[src/rtl/serial_subtractor.sv]
// Bit-serial subtractor: computes a - b - bin one bit per clock, LSB first,
// through a single full-subtractor cell and a registered borrow. A
// start/busy/done handshake wraps the serial datapath.
module serial_subtractor #(
   parameter int WIDTH = 8
) (
   input  logic             clk,
   input  logic             rst_n,
   input  logic             start,
   input  logic [WIDTH-1:0] a,
   input  logic [WIDTH-1:0] b,
   input  logic             bin,
   output logic             busy,
   output logic             done,
   output logic [WIDTH-1:0] diff,
   output logic             bout
);

   // cnt must reach WIDTH without wrapping, hence the extra bit.
   localparam int             CW   = $clog2(WIDTH) + 1;
   localparam logic [CW-1:0] LAST = CW'(WIDTH - 1);
   localparam logic [CW-1:0] ONE  = CW'(1);

   typedef enum logic [1:0] {IDLE, RUN, DONE} state_e;

   state_e           state_q;
   logic [WIDTH-1:0] sa_q, sb_q, sd_q;
   logic [WIDTH-1:0] sd_d;
   logic             br_q, br_d, d_bit;
   logic [CW-1:0]    cnt_q;

   // Full-subtractor cell on the current LSBs, and accumulator shift-in at the MSB.
   always_comb begin
      d_bit = sa_q[0] ^ sb_q[0] ^ br_q;
      br_d  = (~sa_q[0] & sb_q[0]) | (~(sa_q[0] ^ sb_q[0]) & br_q);
      sd_d  = sd_q >> 1;
      sd_d[WIDTH-1] = d_bit;
   end

   // Control FSM and serial datapath; all outputs are registered.
   always_ff @(posedge clk or negedge rst_n) begin
      if (!rst_n) begin
         state_q <= IDLE;
         sa_q    <= '0;
         sb_q    <= '0;
         sd_q    <= '0;
         br_q    <= 1'b0;
         cnt_q   <= '0;
         busy    <= 1'b0;
         done    <= 1'b0;
         diff    <= '0;
         bout    <= 1'b0;
      end else begin
         case (state_q)
            IDLE, DONE: begin
               done <= 1'b0;
               if (start) begin
                  sa_q    <= a;
                  sb_q    <= b;
                  br_q    <= bin;
                  sd_q    <= '0;
                  cnt_q   <= '0;
                  busy    <= 1'b1;
                  state_q <= RUN;
               end else begin
                  state_q <= IDLE;
               end
            end
            RUN: begin
               // start is deliberately ignored here
               sa_q  <= sa_q >> 1;
               sb_q  <= sb_q >> 1;
               br_q  <= br_d;
               sd_q  <= sd_d;
               cnt_q <= cnt_q + ONE;
               if (cnt_q == LAST) begin
                  diff    <= sd_d;
                  bout    <= br_d;
                  busy    <= 1'b0;
                  done    <= 1'b1;
                  state_q <= DONE;
               end
            end
            default: state_q <= IDLE;
         endcase
      end
   end

endmodule

[config.mk]
export PLATFORM = sky130hd
export DESIGN_NAME = serial_subtractor
export DESIGN_NICKNAME = d
export VERILOG_FILES = /design/src/rtl/serial_subtractor.sv
export SDC_FILE = /design/constraint.sdc
export NUM_CORES = 1
export LEC_CHECK = 0
export CAP_MARGIN = 20
export CORE_UTILIZATION = 25
export CTS_CLUSTER_SIZE = 12
export DETAILED_ROUTE_END_ITERATION = 10
export PLACE_DENSITY = 0.44
export SLEW_MARGIN = 20
export SYNTH_ARGS = -nofsm -noshare
export SYNTH_HDL_FRONTEND = slang
export SYNTH_SLANG_ARGS = --single-unit
[constraint.sdc]
create_clock -name clk -period 1.84 [get_ports clk]
set_clock_uncertainty 0.2 [all_clocks]
set_input_delay 0.46 -clock clk [delete_from_list [all_inputs] [get_ports clk]]
set_output_delay 0.46 -clock clk [all_outputs]
set_load 0.05 [all_outputs]
==> results.cfg, run 1 <==
[finish]
areaGrowthSynthToFinish_pct = 39.43
fin_nets = 196
post-route-util_pct = 36.85
instances_no_fill = 252
drive_gt1_share_pct = 21.14
nFillCells = 624
num_antenna_cells = 0

[route]
wirelength_met1_um = 1702
wl_met2_um = 1554
vias = 1173
first_pass_iters = 9
dr_wl_met3_um = 228
ant_nets = 0
viasPerCell = 4.655
drt-total-wl_um = 3520
drc = 4
highest_layer = met4
drt_iter0_markers = 78
routedWlPerCell_um = 13.97

[hold_path]
min_delay_path_depth = 2
hold_class = flip-flop to flip-flop

[floorplan]
pin_count = 31
fp.dieW_um = 84.87
die-area_mm2 = 0.007202
row_count = 29
die_h_um = 84.87
core_mm2 = 0.006495
start_util_pct = 26.43

[global_route]
antenna_found_initial = 0
grt_pass1_vias = 1150
grt_max_degree = 42
groute.usage.overall_pct = 10.97
overflow = 0
grt_pass1_wl_um = 6058

[clock_tree]
cts_setup_buffers = 0
insertion_delay_ns = 0.29
cts_made_buffers = 5
cts_tree = built
cts_buffer_depth = 2
path_clk_slew_ns = 0.08
cts.sinks = 41
h-tree-depth = 2
postCtsHoldBufs = 1
cts_resized = 0
cts_root_buf = clkbuf_8

[timing]
rsz0062_at_grt = false
finalMaxSlewViolations = 0
fin_crit_ns = 1.743
hold_viol_final = 0
worst_pin_slew_ns = 0.2989
slew_headroom_pct = 80.07
max_freq_mhz = 573.9
fin_crit_sh_pct = 94.71
setup_viol = 0

[placed_design]
gp_congestion = 0.7299
dp_hpwl_um = 2377
dp_cells = 243
portBuffers = 30

[logic_synthesis]
ys_types = 25
synth-seq-cells = 41
syn_area_per_cell_um2 = 12.35
async_reset_ff_share_pct = 100.0
synth_edf_count = 0
syn-cell-area_mm2 = 0.001717
synth_ff_type = dfrtp_1
synth_nets = 161
synth_seq_area_share_pct = 59.77
yosysWarnings = 0
syn-instance-count = 139

[worst_setup_path]
critical_path.max_fanout = 9
crit_path_start_kind = flip-flop
cp-end-kind = flip-flop
arrival_ns = 1.72
cp.required_ns = 1.82
reg2reg_depth = 5
worstSetupPathType = flip-flop to flip-flop

[pwr]
p_per_area_mw_per_mm2 = 1831
p_leak_uw = 0.001113
peakVddDrop_v = 0.0005356

[run_status]
violations = design-rule violations
outcome = finished with violations

[flow_run]
max_cap_viol_count = 0
## per-layer routing
layer | track usage [%] | vias up
met3 | 3.988 | 5
li1 | - | 564
met5 | 0 | -
met1 | 15.39 | 563
met4 | 2.773 | 0
met2 | 16.11 | 41
## report_power, final
part / switching [µW] / total, µW / internal, µW
Combinational: 1000 / 2040 / 1040
Sequential: 300 / 1600 / 1300
Clock: 301 / 743 / 442
Total: 1600 / 4380 / 2780
## sequential cells by signal (all words and copies together) (netlist names)
| name | flops |
|---|---|
| sd_q | 7 |
| sb_q | 8 |
| busy | 1 |
| bout | 1 |
| br_q | 1 |
| state_q | 2 |
| done | 1 |
| diff | 8 |
| cnt_q | 4 |
| sa_q | 8 |
## Yosys cell counts, types with 2 or more instances
master | count | share of area [%]
dfrtp_1 | 41 | 60
nand2_1 | 16 | 3.5
a22oi_1 | 13 | 5.7
nand3_1 | 13 | 3.8
a22o_1 | 11 | 5.6
buf_2 | 6 | 1.7
mux2_4 | 6 | 5.2
inv_1 | 4 | 0.87
clkbuf_1 | 3 | 0.66
mux2i_1 | 3 | 1.7
nor2_1 | 3 | 0.66
a221o_1 | 2 | 1.2
buf_6 | 2 | 1.3
mux2_2 | 2 | 1.3
nand2b_1 | 2 | 0.73
nor2b_1 | 2 | 0.73
o21ai_0 | 2 | 0.58
## cell usage in the layout (no fill, tap or decap), types with 3 or more instances in the layout
master,instances
inv_1,4
nand3_1,13
mux2i_1,3
buf_4,4
nor2_1,3
buf_12,15
clkbuf_8,6
dfrtp_1,41
clkdlybuf4s50_1,18
a22oi_1,13
nand2_1,16
a22o_1,11
mux2_4,6
## cell type report
cell class	instances	area, µm²	share of cell area, %
Inverter	4	15.01	0.6273
Clock inverter	1	30.03	1.255
Timing Repair Buffer	39	525.5	21.96
Clock buffer	7	86.33	3.607
Sequential cell	41	1026	42.86
Multi-Input combinational cell	83	614.3	25.67
Tap cell	77	96.34	4.025
## stage by stage
stage	instance area [µm²]	total power (µW)	hold WS (ns)	setup slack, ns	setup TNS, ns
6_report	2394	4383	0.2930	0.09741	0
5_1_grt	2394	4697	0.3208	0.006320	0
4_1_cts	2394	4464	0.2976	0.07839	0
3_5_place_dp	2267	3691	0.2535	-0.06604	-0.7259
3_3_place_gp	2267	3653	0.2488	-0.04569	-0.3399
2_1_floorplan	1717	2823	-0.03559	0.2229	0
## worst paths after layout
| check | startpoint | endpoint | slack [ns] |
|---|---|---|---|
| setup / recovery | cnt_q[0] | diff[1] | 0.1 |
| hold / removal | sb_q[3] | sb_q[2] | 0.29 |
| setup reg to reg | cnt_q[0] | diff[1] | 0.1 |
| hold reg to reg | sb_q[3] | sb_q[2] | 0.29 |
| max in group asynchronous | rst_n | sb_q[7] | 0.76 |
| min in group asynchronous | rst_n | diff[3] | 0.45 |
## worst max-delay path: stages, from the launching register on
cell	delay, ns
dfrtp_1	0.39
ha_1	0.19
nand2_1	0.10
nor3_4	0.23
buf_12	0.18
mux2_2	0.33
## cells by family (layout without fill, tap and decap cells)
| kind of cell | after synthesis | after routing | share of synthesized area (%) |
|---|---|---|---|
| buffers and inverters | 15 | 51 | 4.592 |
| muxes | 11 | 11 | 8.309 |
| and+or+nand+nor | 40 | 40 | 11.44 |
| adders and majority gates | 2 | 2 | 1.895 |
| AOI/OAI and AO/OA | 29 | 29 | 13.48 |
| DFF | 41 | 41 | 59.77 |
| xor gates and xnor gates | 1 | 1 | 0.5103 |
Note: power is estimated with default switching activity, not from simulation.
==> inputs of run 2 (changes only) <==
Settings changed: PLACE_DENSITY 0.44 to not set, PLACE_DENSITY_LB_ADDON set to 0.2.
==> run 2 against run 1 <==
- the run still ends with design-rule violations left
- wire length about the same
- hold slack gained 0.0047 ns
- cell count rose by 1.2%
- first-iteration DRC count fell by 37%
- setup slack gained 0.029 ns
- utilization grew 0.35 points
- flip-flop and latch count is the same
- via count grew 3.8%
- design area grew 0.94%
- die area unchanged
- critical endpoint unchanged
- global-route usage shrank 0.39 points
- power barely moved
==> results.cfg, run 2 (synthesis gave the netlist of run 1 again) <==
[pwr]
cellInternalPower_uw = 2746
p_total_uw = 4380
p_leak_uw = 0.001128
swShare_pct = 37.31
p_per_area_mw_per_mm2 = 1813
peakVddDrop_v = 0.0004303
pwr-share-comb_pct = 49.3
p_switching_uw = 1634
p_seq_share_pct = 36.2
clockPowerShare_pct = 14.5

[timing]
hold_viol_final = 0
finalSetupTns_ns = 0
rsz0062_at_grt = false
layout_setup_ws_ns = 0.1268
max_freq_mhz = 583.7
finalMaxSlewViolations = 0
slew_headroom_pct = 82.41
fin_crit_ns = 1.713
fin_crit_sh_pct = 93.11
worst_pin_slew_ns = 0.2628
setup_viol = 0

[route]
viasPerCell = 4.773
drt-total-wl_um = 3523
ant_nets = 0
drc = 2
routedWlPerCell_um = 13.82
drt_iter0_markers = 49
vias = 1217
first_pass_iters = 9

[global_route]
grt_pass1_vias = 1209
grtUsageMet1_pct = 14.93
overflow = 0
use_met2_pct = 15.82
use_met3_pct = 2.724
busiest_layer = met2
antenna_found_initial = 0
grt_max_degree = 42
grt_pass1_wl_um = 5878
groute.usage.overall_pct = 10.58

[finish]
areaGrowthSynthToFinish_pct = 40.74
final_cell_mix = dfrtp_1, clkdlybuf4s50_1, nand2_1, buf_12
num_antenna_cells = 0
post-route-util_pct = 37.20
drive_gt1_share_pct = 23.60
instances_no_fill = 255
reg_top3 = diff (8), sa_q (8), sb_q (8)
final_common_cell = dfrtp_1
nFillCells = 631
fin_nets = 199

[worst_setup_path]
crit_chain = ha_2, nand2_1, nor3_4, buf_12, mux2_2
worst_path_max_delay_cell = dfrtp_1
reg2reg_depth = 5
r2r_start = cnt_q[0]
reg2reg_to = diff[1]
crit_path_start_kind = flip-flop
worstSetupPathType = flip-flop to flip-flop
critical_path.max_fanout = 9
rrSetupSlack_ns = 0.13
cp-end-kind = flip-flop
cpPeakStageDelay_ns = 0.36
cp.required_ns = 1.82
arrival_ns = 1.69

[floorplan]
die_h_um = 84.87
die-area_mm2 = 0.007202
pin_count = 31
start_util_pct = 26.43
fp.dieW_um = 84.87
core_mm2 = 0.006495
row_count = 29

[clock_tree]
cts.sinks = 41
cts_tree = built
cts_made_buffers = 5
cts_root_buf = clkbuf_8
insertion_delay_ns = 0.29
path_clk_slew_ns = 0.07
h-tree-depth = 2
cts_buffer_depth = 2

[placed_design]
dp_hpwl_um = 2370
dp_slack_ns = -0.07235
gp_congestion = 0.7043
dp_cells = 243
portBuffers = 30

[hold_path]
hold_class = flip-flop to flip-flop
min-delay-start = sa_q[2]
min_delay_path_depth = 2
hold_end = sa_q[1]

[run_status]
violations = design-rule violations
outcome = finished with violations

[flow_run]
max_cap_viol_count = 0
run 2: cell type report:
class	instances	area [µm²]	area share, %
sequential	41	1026	42.46
timing repair buffer	42	560.5	23.20
clock inverter	1	5.005	0.2071
multi-input combinational	83	616.8	25.53
inverter	4	15.01	0.6214
clock buffer	7	96.34	3.988
tap	77	96.34	3.988
run 2: repair_timing:
item                                    in CTS  in global routing
endpoints found under the hold margin       41                  0
setup buffers                                0                  3
gates resized for setup                      0                  1
endpoints found under the setup margin       0                  8
hold buffers                                 1                  0
run 2: power by group through the flow:
| stage | clock network, µW | logic [µW] | registers, µW |
|---|---|---|---|
| floorplan | 0 | 960 | 1860 |
| detailed placement | 0 | 2120 | 1620 |
| CTS | 668 | 2130 | 1600 |
| global placement | 0 | 2070 | 1600 |
| global route | 697 | 2320 | 1640 |
| finish | 637 | 2160 | 1580 |
run 2: how the worst max path moves through the flow:
stage	startpoint	end	slack [ns]	cells after the start
finish	cnt_q[0]	diff[1]	0.13	5
global route	cnt_q[1]	diff[1]	0.04	5
CTS	cnt_q[0]	diff[1]	0.06	5
detailed placement	start	br_q	-0.07	4
global placement	start	sb_q[0]	-0.05	4
floorplan	state_q[1]	diff[2]	0.22	5
run 2: critical path, delay by kind of cell, from the launching register on:
kind	cells	cell delay, ns
buffers and inverters	1	0.18
flip-flops	1	0.36
AND/OR/NAND/NOR	2	0.35
adder cells (fa/ha/maj)	1	0.19
multiplexers	1	0.33
run 2: through the flow:
stage                     hold WS [ns]  cell area (µm²)
after floorplan               -0.03559             1717
after global placement          0.2478             2280
after detailed placement        0.2507             2280
after CTS                       0.3032             2391
after global routing            0.3210             2416
final                           0.2977             2416
run 2: routing by layer:
metal / up-vias / wire length (µm) / share of wire [%]
li1: 569 / - / -
met1: 609 / 1684 / 48
met2: 31 / 1603 / 46
met3: 8 / 186 / 5.3
met4: 0 / 49 / 1.4
met5: - / 0 / 0
